--- config.mk ---
export PLATFORM = sky130hd
export DESIGN_NAME = seg7_scan_driver
export DESIGN_NICKNAME = d
export VERILOG_FILES = /design/src/rtl/seg7_pkg.sv /design/src/rtl/seg7_hex_decode.sv /design/src/rtl/seg7_scan_driver.sv
export SDC_FILE = /design/constraint.sdc
export NUM_CORES = 1
export LEC_CHECK = 0
export CORE_MARGIN = 2
export CORE_UTILIZATION = 53
export DETAILED_ROUTE_END_ITERATION = 12
export PLACE_DENSITY = 0.77
export SLEW_MARGIN = 20
export SYNTH_ARGS = -nofsm -noshare
export SYNTH_HDL_FRONTEND = slang
export SYNTH_SLANG_ARGS = --single-unit
--- constraint.sdc ---
create_clock -name clk -period 3.1 [get_ports clk]
set_clock_uncertainty 0.15 [all_clocks]
set_input_delay 0.62 -clock clk [delete_from_list [all_inputs] [get_ports clk]]
set_output_delay 0.62 -clock clk [all_outputs]
set_load 0.05 [all_outputs]
--- src/rtl/seg7_pkg.sv ---
// Shared constants for the 8-digit common-anode 7-segment scan driver:
// segment table, all-off codes and the slot phase type.
package seg7_pkg;

    localparam int N_DIG = 8;

    localparam logic [7:0] SEG_OFF = 8'hFF;
    localparam logic [7:0] AN_OFF  = 8'hFF;

    // Active-low {dp,g,f,e,d,c,b,a}; dp held inactive here, merged in by the decoder.
    localparam logic [7:0] HEX_SEG [16] = '{
        8'hC0, 8'hF9, 8'hA4, 8'hB0, 8'h99, 8'h92, 8'h82, 8'hF8,
        8'h80, 8'h90, 8'h88, 8'h83, 8'hC6, 8'hA1, 8'h86, 8'h8E
    };

    typedef enum logic {
        SLOT_GUARD = 1'b0,
        SLOT_DRIVE = 1'b1
    } slot_e;

    function automatic logic [7:0] an_select(input logic [2:0] idx);
        return ~(8'h01 << idx);
    endfunction

endpackage

--- src/rtl/seg7_hex_decode.sv ---
// Combinational nibble-to-segment decoder with active-high decimal point input;
// all outputs active-low.
module seg7_hex_decode
    import seg7_pkg::*;
(
    input  logic [3:0] nibble,
    input  logic       point,
    output logic [7:0] seg
);

    logic [7:0] base_s;

    // Table lookup, then overlay the decimal point on bit 7.
    always_comb begin
        base_s = HEX_SEG[nibble];
        seg    = {~point, base_s[6:0]};
    end

endmodule

--- src/rtl/seg7_scan_driver.sv ---
// Time-multiplexed 8-digit scan driver: latches the display word at frame
// boundaries, blanks anodes at the start of each slot and blinks selected digits.
module seg7_scan_driver
    import seg7_pkg::*;
#(
    parameter int SCAN_DIV     = 100000,
    parameter int GUARD        = 16,
    parameter int BLINK_FRAMES = 64,
    parameter int CNT_W        = 17
) (
    input  logic        clk,
    input  logic        rst,
    input  logic        EN,
    input  logic [31:0] Disp_num,
    input  logic [7:0]  point_in,
    input  logic [7:0]  LE_in,
    output logic [7:0]  AN,
    output logic [7:0]  SEGMENT,
    output logic        frame_tick
);

    localparam int BLK_W = (BLINK_FRAMES > 1) ? $clog2(BLINK_FRAMES) : 1;

    logic [CNT_W-1:0] cnt_r;
    logic [2:0]       idx_r;
    logic [31:0]      num_r;
    logic [7:0]       point_r;
    logic [7:0]       le_r;
    logic [BLK_W-1:0] blink_cnt_r;
    logic             blink_phase_r;
    logic [7:0]       an_r;
    logic [7:0]       seg_r;
    logic             tick_r;

    logic             slot_end_s;
    logic             frame_end_s;
    logic [3:0]       nibble_s;
    logic             point_s;
    logic             blank_s;
    logic [7:0]       dec_seg_s;
    slot_e            slot_s;
    logic [7:0]       an_nxt_s;
    logic [7:0]       seg_nxt_s;

    assign slot_end_s  = (cnt_r == CNT_W'(SCAN_DIV - 1));
    assign frame_end_s = slot_end_s && (idx_r == 3'(N_DIG - 1));
    assign nibble_s    = num_r[{idx_r, 2'b00} +: 4];
    assign point_s     = point_r[idx_r];
    assign blank_s     = le_r[idx_r] & ~blink_phase_r;

    seg7_hex_decode u_dec (
        .nibble (nibble_s),
        .point  (point_s),
        .seg    (dec_seg_s)
    );

    // Slot phase and next output values; idx only moves while the slot is in GUARD.
    always_comb begin
        slot_s    = SLOT_GUARD;
        an_nxt_s  = AN_OFF;
        seg_nxt_s = SEG_OFF;
        if (cnt_r < CNT_W'(GUARD)) begin
            slot_s = SLOT_GUARD;
        end else begin
            slot_s = SLOT_DRIVE;
        end
        case (slot_s)
            SLOT_GUARD: begin
                an_nxt_s  = AN_OFF;
                seg_nxt_s = SEG_OFF;
            end
            SLOT_DRIVE: begin
                an_nxt_s  = an_select(idx_r);
                if (blank_s) begin
                    seg_nxt_s = SEG_OFF;
                end else begin
                    seg_nxt_s = dec_seg_s;
                end
            end
            default: begin
                an_nxt_s  = AN_OFF;
                seg_nxt_s = SEG_OFF;
            end
        endcase
    end

    // Prescaler and digit index.
    always_ff @(posedge clk or negedge rst) begin
        if (!rst) begin
            cnt_r <= '0;
            idx_r <= 3'd0;
        end else if (slot_end_s) begin
            cnt_r <= '0;
            idx_r <= idx_r + 3'd1;
        end else begin
            cnt_r <= cnt_r + CNT_W'(1);
        end
    end

    // Shadow registers and frame tick, updated only at an enabled frame boundary.
    always_ff @(posedge clk or negedge rst) begin
        if (!rst) begin
            num_r   <= 32'h0000_0000;
            point_r <= 8'h00;
            le_r    <= 8'h00;
            tick_r  <= 1'b0;
        end else if (frame_end_s && EN) begin
            num_r   <= Disp_num;
            point_r <= point_in;
            le_r    <= LE_in;
            tick_r  <= 1'b1;
        end else begin
            tick_r  <= 1'b0;
        end
    end

    // Blink timer runs on every frame boundary, independent of the latch enable.
    always_ff @(posedge clk or negedge rst) begin
        if (!rst) begin
            blink_cnt_r   <= '0;
            blink_phase_r <= 1'b1;
        end else if (frame_end_s) begin
            if (blink_cnt_r == BLK_W'(BLINK_FRAMES - 1)) begin
                blink_cnt_r   <= '0;
                blink_phase_r <= ~blink_phase_r;
            end else begin
                blink_cnt_r   <= blink_cnt_r + BLK_W'(1);
            end
        end
    end

    // Registered display outputs.
    always_ff @(posedge clk or negedge rst) begin
        if (!rst) begin
            an_r  <= AN_OFF;
            seg_r <= SEG_OFF;
        end else begin
            an_r  <= an_nxt_s;
            seg_r <= seg_nxt_s;
        end
    end

    assign AN         = an_r;
    assign SEGMENT    = seg_r;
    assign frame_tick = tick_r;

endmodule

* After elaboration in Yosys (flattened, before gate mapping)
Memory sizes are Yosys's and may differ from the RTL's.
Index checks and enable logic that the tools add are counted.
** Storage, ports and cells
- Output and inout bits :: 17
- Memory bits (read-only) :: 128
- Memories :: 1
- Input port bits :: 51
- Logic and storage cells :: 43
- Bits in registers :: 92
** Operators by class
- Reduce and logical (&&, ||, !) cells :: 3
- Bitwise operators :: 5
- Mux-type cells :: 13
- Equal/unequal tests :: 3
- Add/subtract/negate cells :: 3
- Magnitude comparators :: 3
- Shift-type cells :: 2
** Memories
- (name not given) :: depth 16, bits a word 8, read ports 1, clocked after Yosys merged registers in 0, wr ports 0, line seg7_hex_decode.sv:15 : base_s = HEX_SEG[nibble];
** Operator list (count)
- $pmux 8 s2 :: 2
- $shiftx 32x6->4 :: 1
- $add 17x1->17 const B :: 1
- $eq 17x17->1 const B :: 1
- $lt 17x5->1 const B :: 1
- $mux 17 :: 1
- $mux 7 :: 2
- $mux 8 :: 1
- $not 8->8 :: 1
- $shl 1x3->8 const A :: 1
- $add 6x1->6 const B :: 1
- $bmux 1 s3 :: 2
- $eq 6x6->1 const B :: 1
- $mux 6 :: 1
- $ge 5x5->1 const B :: 1
- $not 4->5 :: 1
- $lt 3x4->1 const B :: 1
- $mux 1 :: 4
- $add 3x1->3 const B :: 1
- $eq 3x3->1 const B :: 1
- $logic_and 1x1->1 :: 2
- $not 1->1 :: 2
- $reduce_and 2->1 :: 1
- $and 1x1->1 :: 1

* Longest topological paths before layout
Gate-level depths: netlist of the first run.
- Depth after elaboration :: 7
- Depth in mapped cells :: 10
- Depth with buffers taken out :: 9

* Modules after synthesis
From an unflattened synthesis of the first run, not the netlist that was laid out.
** Unflattened totals
- Cell total of the unflattened synthesis :: 335
- Area total of the unflattened synthesis :: 4408.0 sq um
** Modules (own cells, without submodules)
- seg7_scan_driver :: instances 1, sequential area each 2323.5 sq um, cells an instance 301, area an instance 4126.5 sq um
- seg7_hex_decode :: instances 1, sequential area each 0.0 sq um, cells an instance 34, area an instance 281.5 sq um

* Worst setup path after synthesis of the first run
No wires, ideal clock.
- Path type :: register -> register
- From :: register idx_r[0]
- To :: register seg_r[3], in the netlist SEGMENT[3]
- Path buffers :: 1
- Clock period less this slack :: 2.489 ns
- Stages on the path, launching flop included :: 11
- Path slack :: 0.611 ns
- Required time :: 2.859 ns
- Setup time :: 0.091 ns
- Arrival :: 2.248 ns
- Cell sequence :: dfrtp_1 > buf_2 > mux4_2 > nand2_1 > and2_1 > inv_1 > ha_1 > inv_1 > nor2_1 > a211oi_1 > o21ai_0
** Between the ends
- Longest elaborated chain between the ends :: 7
- Elaborated cells on any way between the ends :: 10
- Those cells by class :: 1 x shift; 6 x mux; 2 x bitwise; 1 x memory
** Ends and longest elaborated chain
- start: declaration :: line seg7_scan_driver.sv:25 : logic [2:0] idx_r;
- start signal: assignment :: line seg7_scan_driver.sv:94 : idx_r <= idx_r + 3'd1;
- $shiftx 32x6->4 :: line seg7_scan_driver.sv:47 : assign nibble_s = num_r[{idx_r, 2'b00} +: 4];
- $not 4->5 (not written as such) :: line seg7_hex_decode.sv:15
- $mem_v2 16x8
- $mux 7 (not written as such) (2 in a row) :: line seg7_hex_decode.sv:15
- $mux 8 * :: line seg7_scan_driver.sv:74 : if (blank_s) begin
- $pmux 8 s2 * :: line seg7_scan_driver.sv:67 : case (slot_s)
- net seg_nxt_s[3] :: line seg7_scan_driver.sv:43 : logic [7:0] seg_nxt_s;
- end signal: assignment :: line seg7_scan_driver.sv:139 : seg_r <= seg_nxt_s;
- end: declaration :: line seg7_scan_driver.sv:32 : logic [7:0] seg_r;
The timed path passes the listed nets; every way through them passes the cells marked *. The select of a mux whose other input is x is not followed.
A chain may end at the register's enable or synchronous reset.

* Worst setup path in the final report of the first run
Same ends and word-level chain as after synthesis.

==> key figures, run 1 <==
Route
  • DR WL/cell: 15.7 µm
  • Iteration-0 DRC Markers: 97
  • Routed wire length: 7840 µm
  • Vias/cell: 5.32
  • Remaining antenna violation count after routing: 0
  • Via count: 2656
  • Initial DRT Pass Iterations: 4
  • Remaining DRCs: 0

Layout
  • Layout cell share with drive strength beyond 1: 26.4%
  • Final Util: 67.4%
  • Nets: 457
  • Area growth syn-to-layout: 23.0%
  • Filler cells: 589
  • Fin cells: 499
  • ANT cells: 0

Global route
  • Global-route wire length before repair: 13100 µm
  • Largest net degree at the start of global routing: 82
  • Grt ovf: 0
  • Vias in the first global route: 2707
  • All-Layer GR Usage: 19.7%
  • Initial antenna violation count: 0

Synth
  • Ys flop type: dfrtp_1
  • Cell count after synthesis: 319
  • Synth Warn #: 0
  • Netlist cell types: 44
  • Compound-cell area share of the yosys netlist: 4.14%
  • Simple-Gate Fraction of Synth Area: 9.37%
  • Yosys reg bits: 92
  • Largest area contributor in the netlist: dfrtp_1
  • Largest family of logic cells by synthesized area: multiplexers
  • EDFF count, synth: 0
  • Avg Synthesized Cell Area: 13.4 µm²
  • Sequential fraction of the synthesis area: 54.6%
  • Async set-or-reset flop fraction in the synthesized netlist: 100%
  • Fraction of synthesized area in multiplexers: 21.6%
  • Yosys top cell area share: 44.1%
  • Mapped Nets: 384
  • Top area cells in the synthesized netlist: dfrtp_1 (44%), mux2_2 (11%), dfstp_2 (10%)
  • Post-synthesis adder-cell area fraction: 4.11%
  • XOR/XNOR Fraction of Synth Area: 3.70%
  • Cell Area, Synth: 0.00426 mm²

Power and ir drop
  • Comb pwr share: 4.2%
  • Clock share of power: 39.4%
  • NetSw: 417 µW
  • Reg power frac: 56.4%
  • Internal power: 1710 µW
  • Peak supply drop: 242 µV
  • Pwr Density: 407 mW/mm²
  • Sw Ratio: 19.6%
  • Leak: 0.00242 µW

Clock network
  • Worst skew pair latency: 350 ps
  • # resized after CTS: 0
  • Clk sinks: 92
  • CTS root buf: clkbuf_8
  • Hold-fix buffers, CTS: 0
  • Clock transition at path regs: 80 ps
  • Cts bufs inserted: 9
  • Number of H-tree levels: 3
  • CTS tree: built
  • Post-CTS Repair Setup Buffers: 0
  • Maximum clock path buffer count: 2

Timing
  • Hold Vio Cnt, Final: 0
  • Final setup viols: 0
  • Tmin final: 2580 ps
  • Final period util: 83.3%
  • Worst-Margin Slew: 704 ps
  • Max-slew headroom: 51.7%
  • Setup TNS: 0 ps
  • RSZ-0062 raised after global routing: no
  • Final Slew Violations: 0
  • Max Fclk: 387 MHz

Place
  • Cells after DPL: 483
  • DP Wirelength: 5630 µm
  • Number of port buffers: 67
  • Routability congestion estimate: 0.826

Critical path
  • Worst Setup End Kind: register
  • Max FO, Critical Path: 14
  • CP Data Arrival Time: 2690 ps
  • Crit path kind: reg -> reg
  • WP data required: 3210 ps
  • Startpoint types: register

Die
  • Die height: 93.6 µm
  • Row cnt: 32
  • Initial Utilization: 54.8%
  • IO Pins: 68
  • Die Width: 93.6 µm
  • Die ar.: 0.00877 mm²
  • Core area: 0.00777 mm²

Flow run
  • # Max-Cap Violations: 0

Status
  • Status: completed

Hold path
  • Hold crit path type: in -> async
==> cells in the final DEF, fill, tap and decap left out, types with 3 or more instances in the layout <==
cell             count
ha_1                14
o21ai_0              6
nor2_1              16
clkbuf_1             4
buf_4                6
mux2_4               9
xnor2_1             12
mux2i_1              3
nor4_1               3
o211ai_1             4
xor2_1               6
clkdlybuf4s50_1     66
mux2_2              43
dfrtp_1             75
a21oi_1              3
clkbuf_8             9
nand3_1             16
inv_1               10
mux4_2              12
and3_1               3
nand2_1             24
dfstp_2             17
nand4_1              4
==> sequential cells by signal, summed over array words and instances (netlist names) <==
name,count
num_r,32
cnt_r,17
AN,8
SEGMENT,8
le_r,8
point_r,8
blink_cnt_r,6
idx_r,3
blink_phase_r,1
frame_tick,1
==> layer usage <==
| layer | up-vias | track usage (%) | routed length (µm) |
|---|---|---|---|
| li1 | 1279 | - | - |
| met1 | 1308 | 27.4 | 3570 |
| met2 | 59 | 31.7 | 3900 |
| met3 | 10 | 2.74 | 241 |
| met4 | 0 | 7.61 | 134 |
| met5 | - | 0 | 0 |
==> worst paths after layout <==
check	depth (start not counted)	slack, ps	from	to
worst max-delay path	10	520	idx_r[0]	SEGMENT[3]
worst min-delay path	1	140	rst	cnt_r[2]
worst max register to register	10	520	idx_r[0]	SEGMENT[3]
worst min register to register	1	330	cnt_r[0]	cnt_r[0]
max in group asynchronous	2	1960	rst	SEGMENT[6]
min in group clk	1	330	cnt_r[0]	cnt_r[0]
==> power groups by stage <==
stage | Clock [µW] | Combinational, µW | Sequential, µW
final | 840 | 89.6 | 1200
after global routing | 920 | 99.0 | 1200
after CTS | 860 | 91.8 | 1200
after detailed placement | 0 | 91.6 | 1220
after global placement | 0 | 91.8 | 1220
after floorplan | 0 | 0.855 | 1220
==> per-stage QoR <==
stage / power [µW] / instance area, µm² / setup slack, ps / hold WS (ps)
after floorplan: 1220 / 4260 / 611 / 174
after global placement: 1310 / 5030 / 532 / 315
after detailed placement: 1310 / 5030 / 522 / 325
after CTS: 2150 / 5230 / 506 / 314
after global routing: 2220 / 5240 / 311 / 192
final: 2130 / 5240 / 519 / 138
==> critical path, cell delays in order (launching register included) <==
cell,delay [ps]
dfrtp_1,350
buf_4,290
mux4_2,540
nand2_1,80
and2_1,290
inv_1,130
ha_1,250
inv_1,60
nor2_1,40
a211oi_1,180
o21ai_0,130
==> logic make-up (layout without fill, tap and decap cells) <==
family / count (synthesis) / after routing
AO/OA/AOI/OAI: 26 / 26
buffers and inverters: 21 / 99
AND/OR/NAND/NOR: 81 / 81
flip-flops: 92 / 92
adder cells (fa/ha/maj): 14 / 14
XOR/XNOR: 18 / 18
multiplexers: 67 / 67
==> synthesized netlist by cell type (4+ instances only) <==
| cell | count |
|---|---|
| nand4_1 | 4 |
| xor2_1 | 6 |
| dfstp_2 | 17 |
| xnor2_1 | 12 |
| dfrtp_1 | 75 |
| nand3_1 | 16 |
| o21ai_0 | 6 |
| buf_2 | 5 |
| o211ai_1 | 4 |
| nand2_1 | 24 |
| mux2_4 | 9 |
| inv_1 | 10 |
| mux2_2 | 43 |
| mux4_2 | 12 |
| ha_1 | 14 |
| nor2_1 | 16 |
==> final cells by class <==
cell class | count | area [µm²] | share of cell area, %
clock buffer | 13 | 139 | 2.65
clock inverter | 3 | 65.1 | 1.24
inverter | 10 | 37.5 | 0.717
multi-input combinational | 206 | 1830 | 34.9
sequential | 92 | 2320 | 44.4
tap | 102 | 128 | 2.44
timing repair buffer | 73 | 717 | 13.7
Note: power is estimated with default switching activity, not from simulation.
==> run 2, diff against run 1 <==
- clock period: 3.1 -> 2.4 ns (I/O delays scaled with it)
==> key figures, run 2 (synthesis results as in run 1) <==
Clock network
  • Clk sinks: 92
  • Worst skew pair latency: 350 ps
  • Cts bufs inserted: 9
  • Clock transition at path regs: 90 ps
  • Maximum clock path buffer count: 2
  • CTS root buf: clkbuf_8
  • Number of H-tree levels: 3
  • CTS tree: built

Timing
  • Worst-Margin Slew: 499 ps
  • Hold Vio Cnt, Final: 0
  • Max-slew headroom: 66.6%
  • Final Slew Violations: 0
  • Setup TNS: 0 ps
  • Tmin final: 2310 ps
  • Final period util: 96.2%
  • Final setup viols: 0
  • RSZ-0062 raised after global routing: no
  • Hold slack: 333 ps
  • Max Fclk: 433 MHz

Route
  • Vias/cell: 5.40
  • DR WL/cell: 17.0 µm
  • Via count: 2802
  • Iteration-0 DRC Markers: 184
  • Routed wire length: 8820 µm
  • Remaining DRCs: 0
  • Initial DRT Pass Iterations: 5
  • Remaining antenna violation count after routing: 0

Critical path
  • CP Data Arrival Time: 2400 ps
  • WP data required: 2490 ps
  • Startpoint types: register
  • Max FO, Critical Path: 12
  • Crit path kind: reg -> reg
  • Worst Setup End Kind: register

Global route
  • All-Layer GR Usage: 21.1%
  • Grt ovf: 0
  • Vias in the first global route: 2832
  • Initial antenna violation count: 0
  • Largest net degree at the start of global routing: 50
  • Global-route wire length before repair: 14000 µm

Layout
  • Commonest cells after routing, fill and taps aside: dfrtp_1 (74), clkdlybuf4s50_1 (66), mux2_2 (43), nand2_1 (24), buf_4 (19)
  • Fin cells: 519
  • Most flop-heavy register: num_r
  • Filler cells: 558
  • Number of flip-flops under the largest register name: 32
  • ANT cells: 0
  • Layout cell share with drive strength beyond 1: 31.4%
  • Post-route cell area: 0.00548 mm²
  • Largest regs: num_r: 32 flops, cnt_r: 17 flops
  • Most common cell after layout, fill and taps aside: dfrtp_1
  • Area growth syn-to-layout: 28.6%
  • Nets: 477

Die
  • IO Pins: 68
  • Row cnt: 32
  • Initial Utilization: 54.8%
  • Die Width: 93.6 µm
  • Core area: 0.00777 mm²
  • Die ar.: 0.00877 mm²
  • Die height: 93.6 µm

Place
  • DP Wirelength: 6060 µm
  • Post-Place Cell Area: 0.00513 mm²
  • Cells after DPL: 492
  • Number of port buffers: 67
  • Routability congestion estimate: 0.830

Power and ir drop
  • Peak supply drop: 316 µV
  • Pwr Density: 490 mW/mm²
  • Leak: 0.00255 µW
  • Total power: 2680 µW

Status
  • Status: completed

Flow run
  • # Max-Cap Violations: 0

Hold path
  • Hold crit path type: reg -> reg
[run 2: through the flow]
step	util (%)	setup WS [ps]
after global placement	66.1	127
after floorplan	-	39.4
after CTS	68.7	60.6
after global routing	70.5	5.66
after detailed placement	66.1	85.6
final	70.5	91.4
[run 2: worst max-delay path: stages (launching register included)]
cell and delay [ps]:
dfrtp_1 400, or4_4 560, nor3_4 200, and2b_2 200
nand3_4 160, clkbuf_16 240, mux2_2 280
[run 2: final cells by class]
class	instances	area [µm²]	area share, %
Timing Repair Buffer	93	946	17.3
Sequential cell	92	2320	42.4
Inverter	10	37.5	0.685
Clock buffer	9	124	2.26
Tap cell	102	128	2.33
Clock inverter	7	67.6	1.23
Multi-Input combinational cell	206	1850	33.8
[run 2: power by group]
| group | switching (µW) | internal, µW | leakage, µW |
|---|---|---|---|
| Sequential | 0 | 1550 | 0.00121 |
| Clock | 535 | 476 | 0.0000926 |
| Combinational | 43.7 | 76.6 | 0.00124 |
| Total | 579 | 2100 | 0.00255 |
[run 2: routing by layer]
layer | GRT usage, % | vias to the layer above | part of all wire, %
met5 | 0 | - | 0
met4 | 7.49 | 0 | 1.4
met3 | 4.19 | 10 | 3.5
met2 | 33.0 | 59 | 49
met1 | 29.6 | 1415 | 46
li1 | - | 1318 | -
[run 2: repair_timing]
action,CTS,global route
gates resized for setup,0,7
buffers inserted,0,6
endpoints found under the setup margin,0,50
hold endpoints to repair,27,0
hold buffers,1,0
[run 2: path summary, 6_finish.rpt]
kind                           startpoint             end  slack (ps)  cells after the start
setup reg to reg                 cnt_r[5]        num_r[2]          90                      6
min in group asynchronous             rst         le_r[1]         440                      2
setup / recovery                 cnt_r[5]        num_r[2]          90                      6
max in group asynchronous             rst        idx_r[1]        1010                      3
hold / removal             blink_cnt_r[5]  blink_cnt_r[5]         330                      1
hold reg to reg            blink_cnt_r[5]  blink_cnt_r[5]         330                      1
